--- src/rtl/imm_gen_pipe.sv ---
// imm_gen_pipe: pipelined immediate / branch / jump operand generator.
// Sits between instruction-register decode and the ALU B-operand and PC-source
// muxes. Each accepted request produces one result on a registered output
// stage. A one-entry skid buffer lets downstream stall without a combinational
// ready path back to the decoder.
//
// Ports:
//   clk, reset_n          rising-edge clock, async active-low reset
//   in_valid / in_ready   request handshake (in_ready is registered: skid empty)
//   mode                  000 ZE, 001 SE, 010 LUI, 011 BOFF, 100 JMP,
//                         101 SHAMT, 110 BTGT, 111 illegal
//   imm_in, jidx_in       instruction immediate and jump index fields
//   pc_in                 PC+4 of the instruction
//   out_valid / out_ready result handshake
//   imm_out, illegal_out  generated value, illegal-mode flag
//   illegal_cnt           saturating count of accepted illegal requests
module imm_gen_pipe #(
  parameter int unsigned DATA_WIDTH = 32,
  parameter int unsigned IMM_WIDTH  = 16,
  parameter int unsigned JIDX_WIDTH = 26,
  parameter int unsigned CNT_WIDTH  = 8
) (
  input  logic                  clk,
  input  logic                  reset_n,
  input  logic                  in_valid,
  output logic                  in_ready,
  input  logic [2:0]            mode,
  input  logic [IMM_WIDTH-1:0]  imm_in,
  input  logic [JIDX_WIDTH-1:0] jidx_in,
  input  logic [DATA_WIDTH-1:0] pc_in,
  output logic                  out_valid,
  input  logic                  out_ready,
  output logic [DATA_WIDTH-1:0] imm_out,
  output logic                  illegal_out,
  output logic [CNT_WIDTH-1:0]  illegal_cnt
);

  localparam int unsigned EXT_WIDTH = DATA_WIDTH - IMM_WIDTH;

  localparam logic [2:0] MODE_ZE      = 3'd0;
  localparam logic [2:0] MODE_SE      = 3'd1;
  localparam logic [2:0] MODE_LUI     = 3'd2;
  localparam logic [2:0] MODE_BOFF    = 3'd3;
  localparam logic [2:0] MODE_JMP     = 3'd4;
  localparam logic [2:0] MODE_SHAMT   = 3'd5;
  localparam logic [2:0] MODE_BTGT    = 3'd6;
  localparam logic [2:0] MODE_ILLEGAL = 3'd7;

  // Elaboration-time parameter legality
  if (DATA_WIDTH < 16 || DATA_WIDTH > 64) begin : gBadDataWidth
    $error("imm_gen_pipe: DATA_WIDTH must be 16..64");
  end
  if (IMM_WIDTH < 11 || IMM_WIDTH > DATA_WIDTH - 2) begin : gBadImmWidth
    $error("imm_gen_pipe: IMM_WIDTH must be 11..DATA_WIDTH-2");
  end
  if (JIDX_WIDTH != DATA_WIDTH - 6) begin : gBadJidxWidth
    $error("imm_gen_pipe: JIDX_WIDTH must equal DATA_WIDTH-6");
  end
  if (CNT_WIDTH < 1) begin : gBadCntWidth
    $error("imm_gen_pipe: CNT_WIDTH must be at least 1");
  end

  typedef struct packed {
    logic                  illegal;
    logic [DATA_WIDTH-1:0] value;
  } resultT;

  logic [DATA_WIDTH-1:0] seImm;
  logic [DATA_WIDTH-1:0] boffImm;
  resultT                newResult;

  // Operand generation for the incoming request
  always_comb begin
    seImm     = {{EXT_WIDTH{imm_in[IMM_WIDTH-1]}}, imm_in};
    boffImm   = seImm << 2;
    newResult = '0;
    unique case (mode)
      MODE_ZE:    newResult.value = DATA_WIDTH'(imm_in);
      MODE_SE:    newResult.value = seImm;
      MODE_LUI:   newResult.value = {imm_in, {EXT_WIDTH{1'b0}}};
      MODE_BOFF:  newResult.value = boffImm;
      MODE_JMP:   newResult.value = {pc_in[DATA_WIDTH-1:DATA_WIDTH-4], jidx_in, 2'b00};
      MODE_SHAMT: newResult.value = DATA_WIDTH'(imm_in[10:6]);
      MODE_BTGT:  newResult.value = pc_in + boffImm;
      default:    newResult.illegal = 1'b1;
    endcase
  end

  logic                 inReadyQ;
  logic                 outValidQ, outValidD;
  resultT               outDataQ, outDataD;
  logic                 skidValidQ, skidValidD;
  resultT               skidDataQ, skidDataD;
  logic [CNT_WIDTH-1:0] illegalCntQ, illegalCntD;
  logic                 accept;
  logic                 drain;

  // Output register / skid next-state. Acceptance implies the skid is empty,
  // so a full skid never has to absorb a new request in the same cycle.
  always_comb begin
    accept      = in_valid & inReadyQ;
    drain       = outValidQ & out_ready;
    outValidD   = outValidQ;
    outDataD    = outDataQ;
    skidValidD  = skidValidQ;
    skidDataD   = skidDataQ;
    illegalCntD = illegalCntQ;

    if (!outValidQ || drain) begin
      if (skidValidQ) begin
        outDataD   = skidDataQ;
        outValidD  = 1'b1;
        skidValidD = 1'b0;
      end else if (accept) begin
        outDataD  = newResult;
        outValidD = 1'b1;
      end else begin
        outValidD = 1'b0;
      end
    end else if (accept) begin
      skidDataD  = newResult;
      skidValidD = 1'b1;
    end

    if (accept && mode == MODE_ILLEGAL && illegalCntQ != '1) begin
      illegalCntD = illegalCntQ + CNT_WIDTH'(1);
    end
  end

  // State registers; in_ready tracks the next skid occupancy so it stays
  // registered and low throughout reset.
  always_ff @(posedge clk or negedge reset_n) begin
    if (!reset_n) begin
      inReadyQ    <= 1'b0;
      outValidQ   <= 1'b0;
      outDataQ    <= '0;
      skidValidQ  <= 1'b0;
      skidDataQ   <= '0;
      illegalCntQ <= '0;
    end else begin
      inReadyQ    <= ~skidValidD;
      outValidQ   <= outValidD;
      outDataQ    <= outDataD;
      skidValidQ  <= skidValidD;
      skidDataQ   <= skidDataD;
      illegalCntQ <= illegalCntD;
    end
  end

  assign in_ready    = inReadyQ;
  assign out_valid   = outValidQ;
  assign imm_out     = outDataQ.value;
  assign illegal_out = outDataQ.illegal;
  assign illegal_cnt = illegalCntQ;

endmodule

--- config.mk ---
export PLATFORM = sky130hd
export DESIGN_NAME = imm_gen_pipe
export DESIGN_NICKNAME = d
export VERILOG_FILES = /design/src/rtl/imm_gen_pipe.sv
export SDC_FILE = /design/constraint.sdc
export NUM_CORES = 1
export LEC_CHECK = 0
export ABC_AREA = 1
export CAP_MARGIN = 10
export CORE_MARGIN = 2
export CORE_UTILIZATION = 53
export CTS_CLUSTER_SIZE = 30
export DETAILED_ROUTE_END_ITERATION = 7
export GPL_TIMING_DRIVEN = 0
export PLACE_DENSITY = 0.84
export SLEW_MARGIN = 20
export SYNTH_ARGS = -nofsm -noshare
export SYNTH_HDL_FRONTEND = slang
export SYNTH_SLANG_ARGS = --single-unit
--- constraint.sdc ---
create_clock -name clk -period 4.7 [get_ports clk]
set_clock_uncertainty 0.05 [all_clocks]
set_input_delay 0.705 -clock clk [delete_from_list [all_inputs] [get_ports clk]]
set_output_delay 0.705 -clock clk [all_outputs]
set_load 0.05 [all_outputs]
==> flow_summary.json, run 1 <==
{
  "grt_pass1_wl_um": 31300,
  "fin_setup_tns_ns": 0,
  "fmax_ghz": 0.289,
  "tightest_slew_ns": 0.766,
  "hpwl_um": 15400,
  "period_share_pct": 73.6,
  "first_global_vias": 6365,
  "first_pass_iters": 5,
  "cts-root-buf": "clkbuf_16",
  "synth.avg_cell_area_um2": 6.43,
  "critPathTopFamily": "simple AND/OR/NAND/NOR gates",
  "power_leakage_nw": 4.08,
  "grt_max_degree": 43,
  "ctsHoldBuffers": 0,
  "syn-num-nets": 1076,
  "areaGrowthSynthToFinish_pct": 27.2,
  "overflow": 0,
  "critPathBufInv": 2,
  "routed_via_density": 5.48,
  "grtUsageTotal_pct": 31.0,
  "slew_headroom_pct": 48.7,
  "outcome": "complete, no violations",
  "hold_class": "in -> async",
  "cts-buffers-inserted": 9,
  "die_h_um": 112,
  "critPathKind": "in -> reg",
  "antenna_found_initial": 0,
  "path_clk_slew_ns": 0.05,
  "hold_viol_final": 0,
  "drtIter0Drc": 560,
  "yosysUniqueCellTypes": 42,
  "htree_levels": 3,
  "final_util_pct": 69.0,
  "crit_path_cell_trace": "clkdlybuf4s50_1 -> ha_1 -> nand2_1 -> inv_1 -> nand2_1 -> nor2_1 -> nand4_1 -> nand3_1 -> nand2_1 -> nand3_1 -> nand2_1 -> o21ai_0 -> nand2_1",
  "synthCells": 964,
  "io_buffers": 123,
  "cp.required_ns": 4.87,
  "clk_latency_ns": 0.33,
  "vdd_drop_max_mv": 0.420,
  "dpl_cell_area_um2": 7620,
  "coreArea_um2": 11400,
  "cts_buffer_depth": 2,
  "rsz0062_at_grt": "false",
  "cts_tree": "yes",
  "yosysTopAreaCellShare_pct": 31.1,
  "cts_setup_buffers": 0,
  "cts.sinks": 77,
  "cpMostUsedCell": "nand2_1",
  "yosysTopAreaCell": "dfrtp_1",
  "fin_crit_ns": 3.46,
  "routed_wl_um": 19200,
  "crit_fanout": 17,
  "nets": 1211,
  "ioPinCount": 124,
  "final_max_slew_viol_count": 0,
  "fin_ws_ns": 1.24,
  "crit_path_end_kind": "flop",
  "synth_async_sr_flop_share_pct": 100,
  "slowest_delay_ns": 0.81,
  "layout-drive-gt1-share_pct": 5.35,
  "die_area_um2": 12600,
  "powerDensity_nw_per_um2": 360,
  "ctsResizeCount": 0,
  "start_kind": "input pin",
  "ys_warn_count": 0,
  "yosysSeqAreaShare_pct": 31.1,
  "drc": 0,
  "synth_edf_count": 0,
  "routedWlPerCell_um": 15.4,
  "place_congestion": 1.04,
  "synth_area_um2": 6200,
  "ant_nets": 0,
  "pre_cts_ws_ns": 1.00,
  "finalSetupViolations": 0,
  "arrival_ns": 3.62,
  "mostFrequentLayoutCell": "nand2_1",
  "die_w_um": 112,
  "cp_slowest_cell": "clkdlybuf4s50_1",
  "synth_ff_type": "dfrtp_1",
  "diodes": 0,
  "maxCapViolCount": 0,
  "start_util_pct": 54.3,
  "ys_ff_latch": 77,
  "fp-row-count": 39,
  "synth.top_cells.by_area": "dfrtp_1 31%, nand2_1 20%, inv_1 7.9%",
  "num_vias": 6832,
  "design_area_um2": 7880,
  "final_cell_mix": "332 x nand2_1, 131 x inv_1, 122 x clkdlybuf4s50_1, 95 x nor2_1, 77 x dfrtp_1"
}
[cell usage after synthesis (5+ instances only)]
cell and number:
dfrtp_1 77, a22o_1 7, nand4_1 8, o21ai_0 32, nand2_1 332, nand3_1 67
buf_4 5, o21ai_1 7, ha_1 30, nor2_1 95, nor3_1 5, a31oi_1 17
xor2_1 5, buf_2 9, inv_1 131, clkbuf_1 12, a221oi_1 19, or2_2 7
a21oi_1 50
[metal layers]
metal	wire, um	share of wire (%)	track usage (%)
met2	9080	47	52.6
met4	688	3.6	12.6
met3	1140	6.0	2.21
met1	8250	43	41.5
met5	0	0	0
[path summary, 6_finish.rpt]
path | from | to | slack, ns | depth (start not counted)
hold reg to reg | imm_out[23] | imm_out[23] | 0.43 | 2
min in group clk | imm_out[23] | imm_out[23] | 0.43 | 2
setup / recovery | imm_in[15] | imm_out[21] | 1.24 | 13
hold / removal | reset_n | skidDataQ[1] | 0.27 | 1
max in group asynchronous | reset_n | imm_out[23] | 3.76 | 2
setup reg to reg | in_ready | imm_out[16] | 2.85 | 9
[stage by stage]
step / hold slack, ns / power (mW) / cells
2_1_floorplan: 0.359 / 1.77 / 964
3_3_place_gp: 0.406 / 2.19 / 1230
3_5_place_dp: 0.415 / 2.22 / 1231
4_1_cts: 0.285 / 2.84 / 1246
5_1_grt: 0.315 / 3.00 / 1246
6_report: 0.270 / 2.84 / 1246
[final cells by class]
class / count / area (um^2)
buffer: 29 / 146
clock buffer: 13 / 250
clock inverter: 2 / 10.0
fill: 1013 / 3530
inverter: 134 / 503
multi-input combinational: 724 / 3620
sequential: 77 / 1930
tap: 143 / 179
timing repair buffer: 124 / 1250
[kinds of logic after synthesis]
| group | count (synthesis) | synth area share, % |
|---|---|---|
| AND/OR/NAND/NOR | 540 | 36.7 |
| XOR/XNOR | 9 | 1.27 |
| flip-flops | 77 | 31.1 |
| adder cells (fa/ha/maj) | 31 | 6.38 |
| AO/OA/AOI/OAI | 143 | 13.9 |
| buffers and inverters | 163 | 10.5 |
| multiplexers | 1 | 0.182 |
[report_power, final]
part	switching [mW]	internal, mW
Sequential	0.0998	0.837
Clock	0.249	0.367
Combinational	0.839	0.449
[registers in the layout, summed over array words and instances (netlist names)]
register and flops:
illegal_cnt 8, illegal_out 1, imm_out 32, in_ready 1, out_valid 1, skidDataQ 33, skidValidQ 1
[worst register-to-register path: stages (launching register included)]
cell and delay, ns:
dfrtp_1 0.38, nand2_1 0.23, inv_1 0.07, nor2_1 0.17, inv_1 0.06, nand2_1 0.13, clkbuf_1 0.39, nor2_1 0.08
nand2_1 0.11, nand2_1 0.06
(Power assumes the default switching activity.)
==> run 2, diff against run 1 <==
- clock period: 4.7 -> 3.2 ns (I/O delays scaled with it)
==> run 2 against run 1 <==
  * Count of clock-buffer cells in the layout unchanged
  * Non-clock buffer count unchanged
  * Critical path depth decreased by 1
  * Combinational power increased by 47%
  * Flip-flop and latch count unchanged
  * Hold slack got worse by 0.22 ns
  * Power increased by 47%
  * Sequential share of layout area about the same
  * First-iteration DRC count increased by 4.6%
  * Final area about the same
  * Register-to-register slack got worse by 1.5 ns
  * Wire length increased by 0.16%
  * Largest power group unchanged
  * Highest routed layer unchanged
==> flow_summary.json, run 2 (synthesized netlist as in run 1, its figures left out) <==
{
  "period_share_pct": 87.8,
  "mostFrequentLayoutCell": "nand2_1",
  "hpwl_um": 15400,
  "hold_class": "in -> async",
  "num_vias": 6803,
  "fp-row-count": 39,
  "fillers": 1014,
  "routed_wl_um": 19200,
  "cts.sinks": 77,
  "busiest_layer": "met2",
  "diodes": 0,
  "antenna_found_initial": 0,
  "grtUsageTotal_pct": 31.0,
  "place_congestion": 1.04,
  "fmax_ghz": 0.356,
  "io_buffers": 123,
  "largest_register_ffs": 33,
  "ant_nets": 0,
  "dpl_cell_area_um2": 7620,
  "path_clk_slew_ns": 0.05,
  "drtIter0Drc": 586,
  "die_h_um": 112,
  "vdd_drop_max_mv": 0.618,
  "final_max_slew_viol_count": 0,
  "grt_max_degree": 43,
  "ctsHoldBuffers": 0,
  "ctsResizeCount": 0,
  "power_leakage_nw": 4.09,
  "powerDensity_nw_per_um2": 530,
  "crit_path_end_kind": "flop",
  "arrival_ns": 2.97,
  "grt_use_met3_pct": 2.21,
  "first_pass_iters": 6,
  "cts_setup_buffers": 0,
  "combPwrFrac_pct": 45.3,
  "cts_buffer_depth": 2,
  "overflow": 0,
  "power.switching_mw": 1.75,
  "outcome": "complete, no violations",
  "grt_pass1_wl_um": 31300,
  "first_global_vias": 6365,
  "die_w_um": 112,
  "ioPinCount": 124,
  "finalSetupViolations": 0,
  "p_seq_share_pct": 33.0,
  "largest-register": "skidDataQ",
  "drc": 0,
  "critPathKind": "in -> reg",
  "maxCapViolCount": 0,
  "fin_crit_ns": 2.81,
  "nets": 1211,
  "routed_via_density": 5.46,
  "die_area_um2": 12600,
  "cts_tree": "yes",
  "start_util_pct": 54.3,
  "routedWlPerCell_um": 15.4,
  "layout-drive-gt1-share_pct": 5.35,
  "cts-buffers-inserted": 9,
  "gr-usage-met2_pct": 52.6,
  "areaGrowthSynthToFinish_pct": 27.3,
  "cp.required_ns": 3.36,
  "crit_fanout": 5,
  "tightest_slew_ns": 0.726,
  "final_util_pct": 69.1,
  "hold_viol_final": 0,
  "swShare_pct": 41.9,
  "coreArea_um2": 11400,
  "rsz0062_at_grt": "false",
  "final_cell_mix": "332 x nand2_1, 131 x inv_1, 121 x clkdlybuf4s50_1, 95 x nor2_1, 77 x dfrtp_1",
  "power_frac_clock_pct": 21.8,
  "gr-usage-met1_pct": 41.5,
  "htree_levels": 3,
  "clk_latency_ns": 0.33,
  "design_area_um2": 7890,
  "p_int_mw": 2.43,
  "slew_headroom_pct": 51.5,
  "start_kind": "input pin",
  "cts-root-buf": "clkbuf_16"
}
[run 2: changes by cell type in the layout (fill, tap and decap cells not counted), sizes merged]
| cell | previous run | this run |
|---|---|---|
| clkdlybuf4s50 | 122 | 121 |
| dlymetal6s2s | 0 | 1 |
[run 2: power groups by stage]
| stage | clock network [mW] | registers [mW] | logic (mW) |
|---|---|---|---|
| finish | 0.909 | 1.38 | 1.89 |
| global route | 0.952 | 1.40 | 2.05 |
| CTS | 0.909 | 1.38 | 1.88 |
| detailed placement | 0 | 1.39 | 1.87 |
| global placement | 0 | 1.38 | 1.84 |
| floorplan | 0 | 1.87 | 0.728 |
[run 2: path summary, 6_finish.rpt]
path,start,end,slack (ns),depth (start not counted)
setup / recovery,imm_in[9],imm_out[20],0.39,12
hold / removal,reset_n,skidDataQ[1],0.05,1
setup reg to reg,in_ready,imm_out[16],1.35,9
hold reg to reg,imm_out[23],imm_out[23],0.43,2
max in group asynchronous,reset_n,imm_out[23],2.49,2
min in group clk,imm_out[23],imm_out[23],0.43,2
[run 2: worst max-delay path, stage by stage]
cell and delay (ns):
clkdlybuf4s50_1 0.64, ha_1 0.48, nand2_2 0.14, inv_1 0.05, a21oi_1 0.23, nand3_1 0.22, nand2_1 0.13, nand3_1 0.07
nand3_1 0.08, nand2_1 0.08, o21ai_0 0.26, nand2_1 0.09
[run 2: metal layers]
metal  up-vias  part of all wire (%)
met5         -                     0
met1      3105                    42
met3        45                   6.5
met4         0                   3.3
met2       283                    48
li1       3370                     -
[run 2: metrics by stage]
| step | worst slack (ns) | cells | power, mW | hold slack (ns) | TNS [ns] |
|---|---|---|---|---|---|
| 5_1_grt | 0.226 | 1246 | 4.41 | 0.0904 | 0 |
| 4_1_cts | 0.0635 | 1246 | 4.17 | 0.0604 | 0 |
| 6_report | 0.391 | 1246 | 4.18 | 0.0471 | 0 |
| 3_3_place_gp | -0.954 | 1230 | 3.22 | 0.406 | -73.89 |
| 2_1_floorplan | 0.995 | 964 | 2.60 | 0.134 | 0 |
| 3_5_place_dp | -0.272 | 1231 | 3.26 | 0.410 | -0.875 |
[run 2: layout make-up]
class,instances,area (um^2),share of cell area (%)
Buffer,29,146,1.86
Clock buffer,13,250,3.17
Clock inverter,2,10.0,0.127
Inverter,134,503,6.38
Multi-Input combinational cell,724,3620,45.9
Sequential cell,77,1930,24.4
Tap cell,143,179,2.27
Timing Repair Buffer,124,1250,15.9
